**src/rtl/rot_loader.sv**
```systemverilog
// rot_loader: assembles an N-bit vector and its rotate amount from W-bit
// beats, then offers the result to the log2-stage rotator over a
// valid/ready handshake. There is no bypass: a vector is emitted once fully
// assembled, and the loader only refills after the vector has been taken.
module rot_loader #(
    parameter int N      = 128,  // vector width, power of two
    parameter int log2_N = 7,    // rotate-amount width, log2(N)
    parameter int W      = 32    // beat width, N/W >= 2
) (
    input  logic              clk,
    input  logic              rst,
    input  logic              in_valid,
    output logic              in_ready,
    input  logic [0:W-1]      in_data,
    input  logic [log2_N-1:0] in_k,
    output logic              out_valid,
    input  logic              out_ready,
    output logic [0:N-1]      out_bits,
    output logic [0:log2_N-1] out_k
);

    localparam int BEATS = N / W;
    localparam int CW    = (BEATS > 1) ? $clog2(BEATS) : 1;
    localparam logic [CW-1:0] LAST_BEAT = CW'(BEATS - 1);

    typedef enum logic {
        FILL = 1'b0,
        FULL = 1'b1
    } state_t;

    state_t              r_state;
    state_t              w_state_next;
    logic [CW-1:0]       r_cnt;
    logic [0:N-1]        r_bits;
    logic [0:log2_N-1]   r_k;
    logic                w_accept;
    logic                w_last;

    // A beat is taken only while filling; in FULL the upstream is ignored.
    assign w_accept = in_valid && (r_state == FILL);
    assign w_last   = (r_cnt == LAST_BEAT);

    // Handshake flags decode the state register only, so neither has a
    // combinational path from in_valid or out_ready.
    assign in_ready  = (r_state == FILL);
    assign out_valid = (r_state == FULL);
    assign out_bits  = r_bits;
    assign out_k     = r_k;

    // State register.
    always_ff @(posedge clk) begin
        // NOTE: sequential state uses non-blocking assignments so every
        // register samples pre-edge values, independent of block ordering.
        if (rst) begin
            r_state <= FILL;
        end else begin
            r_state <= w_state_next;
        end
    end

    // Next-state logic: fill until the last beat, then hold until drained.
    always_comb begin
        // NOTE: defaulting the next state first keeps every path assigned,
        // so no latch is inferred when a branch leaves the state alone.
        w_state_next = r_state;
        case (r_state)
            FILL: begin
                if (w_accept && w_last) begin
                    w_state_next = FULL;
                end
            end
            FULL: begin
                if (out_ready) begin
                    w_state_next = FILL;
                end
            end
            default: begin
                w_state_next = FILL;
            end
        endcase
    end

    // Beat counter: advances per accepted beat and wraps only on the last one.
    always_ff @(posedge clk) begin
        if (rst) begin
            r_cnt <= '0;
        end else if (w_accept) begin
            if (w_last) begin
                r_cnt <= '0;
            end else begin
                r_cnt <= r_cnt + 1'b1;
            end
        end
    end

    // Vector assembly: beat j lands in out_bits[j*W : j*W+W-1], in_data[0] first.
    always_ff @(posedge clk) begin
        // NOTE: the data register is reset because downstream observes an
        // all-zero vector after reset, and a pending vector must be discarded.
        if (rst) begin
            r_bits <= '0;
        end else if (w_accept) begin
            for (int b = 0; b < BEATS; b++) begin
                if (r_cnt == CW'(b)) begin
                    r_bits[b*W +: W] <= in_data;
                end
            end
        end
    end

    // Rotate amount: captured on beat 0 only; out_k[0] is the amount's LSB.
    always_ff @(posedge clk) begin
        if (rst) begin
            r_k <= '0;
        end else if (w_accept && (r_cnt == '0)) begin
            for (int i = 0; i < log2_N; i++) begin
                r_k[i] <= in_k[i];
            end
        end
    end

endmodule

```
**config.mk**
```make
export PLATFORM = sky130hd
export DESIGN_NAME = rot_loader
export DESIGN_NICKNAME = d
export VERILOG_FILES = /design/src/rtl/rot_loader.sv
export SDC_FILE = /design/constraint.sdc
export NUM_CORES = 1
export LEC_CHECK = 0
export CAP_MARGIN = 30
export CORE_ASPECT_RATIO = 1.5
export CORE_MARGIN = 2
export CORE_UTILIZATION = 48
export DETAILED_ROUTE_END_ITERATION = 6
export PLACE_DENSITY = 0.85
export SLEW_MARGIN = 20
export SYNTH_ARGS = -nofsm -noshare
export SYNTH_HDL_FRONTEND = slang
export SYNTH_SLANG_ARGS = --single-unit
```
**constraint.sdc**
```tcl
create_clock -name clk -period 2.1 [get_ports clk]
set_input_delay 0.525 -clock clk [delete_from_list [all_inputs] [get_ports clk]]
set_output_delay 0.525 -clock clk [all_outputs]
set_load 0.05 [all_outputs]
```
==> results_dict.tcl <==
set metrics [dict create \
    outcome "finished, final reports clean" \
    fill_cells 785 \
    leakage_nw 4.027 \
    cts_tree "built" \
    post-cts-setup-buffer-count 0 \
    drv_slew 0 \
    worst_slew_pin_slew_ns 0.5721 \
    relSlewSlack 0.6201 \
    grt_pass1_wl_um 23520 \
    nets 832 \
    fin_ws_ns 0.02363 \
    area_delta_synth_final_pct 49.93 \
    start_util 0.4881 \
    drt_iter0_markers 295 \
    syn-num-nets 659 \
    path_class "reg2out" \
    row_count 46 \
    ff2ff_setup_slack_ns 0.63 \
    grt_util_all_layers 0.2677 \
    antenna_found_initial 0 \
    ys_top_cells_by_area "dfxtp_1 54%, nand2_1 20%, a21oi_1 9.0%, a21oi_2 7.5%, buf_6 2.6%" \
    critical_path_required_ns 1.57 \
    timing.fmax_mhz 481.6 \
    setup_viol 0 \
    die_area_mm2 0.01151 \
    synth_compound_area_frac 0.1654 \
    synthAdderAreaFrac 0.009790 \
    tns_ns 0 \
    place_ws_ns 0.08599 \
    io_pins 180 \
    hp-start "rst" \
    cp_cell_sequence "clkdlybuf4s50_1" \
    fin_cells 940 \
    grt_max_degree 63 \
    yosysWarnings 0 \
    synth_top_family_by_area "simple AND/OR/NAND/NOR gates" \
    worst_setup_path_end_kind "output port" \
    worstSkewPairLatency_ns 0.41 \
    max_stage_delay_ns 0.80 \
    most-common-layout-cells "270 x nand2_1, 138 x dfxtp_1, 92 x a21oi_1" \
    cts_max_path_buffers 2 \
    synth_seq_area_share 0.5404 \
    post-dp-hpwl_um 10760 \
    start_kind "register" \
    yosys.area.top_type "dfxtp_1" \
    fp.coreArea_mm2 0.01048 \
    routedWlPerCell_um 16.72 \
    period_needed_ns 2.076 \
    die_height_um 130.4 \
    vias 4944 \
    path_max_fanout 2 \
    cts_htree_levels 4 \
    hold_viol_final 0 \
    rsz0062_at_grt "no" \
    syn-cell-area_mm2 0.005112 \
    drtPass1Iterations 7 \
    crit_arrival_ns 1.55 \
    path_clk_slew_ns 0.06 \
    vdd_ir_drop_max_mv 0.6189 \
    power_density_mw_per_mm2 899.7 \
    min_period_over_period 0.9887 \
    max_cap_viol_count 0 \
    die_w_um 88.27 \
    routabilityCongestion 0.8659 \
    drc 0 \
    layout_commonest_cell "nand2_1" \
    synth.area.mux_share 0.003916 \
    synth-xor-area-share 0 \
    skew_ns 0.007478 \
    design_area_mm2 0.007665 \
    cpLargestDelayFamily "buffers and inverters" \
    synth_simple_gate_area_frac 0.2190 \
    numCtsBuffers 17 \
    synth_top_area_frac 0.5404 \
    cpMaxStageDelayCell "clkdlybuf4s50_1" \
    ys_ff_latch 138 \
    netlist_instances 612 \
    post-route-util 0.7317 \
    crit_start "out_bits[23]" \
    grt_pass1_vias 4851 \
    placed_cell_area_mm2 0.006974 \
    worstHoldPathType "in2reg" \
    synth_area_per_cell_um2 8.354 \
    n_antenna_cell 0 \
    portBuffers 179 \
    synth.distinct_cells 20 \
    grt_overflow 0 \
    clkSinkCount 138 \
    postRouteAntennaNets 0 \
    timing.hold.ws_ns 0.3721 \
    drive_above_1_share 0.1357 \
    dp.cells 910 \
    clockRootBuffer "clkbuf_16" \
    r2r-start "r_cnt[0]" \
    crit_buf_inv 1 \
    via_per_inst 5.260 \
    total_power_mw 6.896 \
    wirelength_um 15720 \
]
[logic make-up (layout without fill, tap and decap cells)]
| logic type | after synthesis | count (layout) |
|---|---|---|
| and+or+nand+nor | 283 | 283 |
| DFF | 138 | 138 |
| AOI/OAI and AO/OA | 136 | 136 |
| buffers and inverters | 49 | 233 |
| muxes | 2 | 2 |
| adders and majority gates | 4 | 4 |
[metal layers]
| layer | global-route usage | share of wire |
|---|---|---|
| met5 | 0 | 0 |
| met4 | 0.1435 | 0.041 |
| met3 | 0.08982 | 0.077 |
| met2 | 0.4675 | 0.52 |
| met1 | 0.2795 | 0.36 |
[timing repair]
action | in CTS | in global routing
hold buffers | 0 | 0
setup endpoints to repair | 58 | 63
gates resized for setup | 58 | 63
[state kept, by name (all words and copies together) (netlist names)]
signal / flops
out_bits: 128
out_k: 7
out_valid: 1
r_cnt: 2
[final cells by class]
cell class | instances | area, um2 | share of cell area
clock buffers | 18 | 429.2 | 0.05599
multi-input cells | 425 | 2036 | 0.2656
well taps | 144 | 180.2 | 0.02351
flip-flops and latches | 138 | 2763 | 0.3604
clock inverters | 12 | 176.4 | 0.02302
inverters | 3 | 11.26 | 0.001469
repair buffers | 200 | 2069 | 0.2700
[cells in the mapped netlist, drive strengths merged]
cell and number:
mux2i 2, ha 4, nand3b 4, and3b 4, nor2b 1, clkbuf 9
buf 37, inv 3, nand2b 1, nand2 270, dfxtp 138, nor2 3
a21oi 136
[where the power goes]
part           internal [mW]  switching [mW]  total, mW
combinational          0.332           0.713       1.05
clock                   1.97            1.09       3.06
sequential              2.73          0.0593       2.79
[path summary, 6_finish.rpt]
kind / end / cells past startpoint
setup reg to reg: out_bits[31] / 6
hold reg to reg: out_bits[15] / 2
hold / removal: out_bits[30] / 2
setup / recovery: out_bits[23] / 1
No activity file was read; power rests on OpenSTA's default activity.
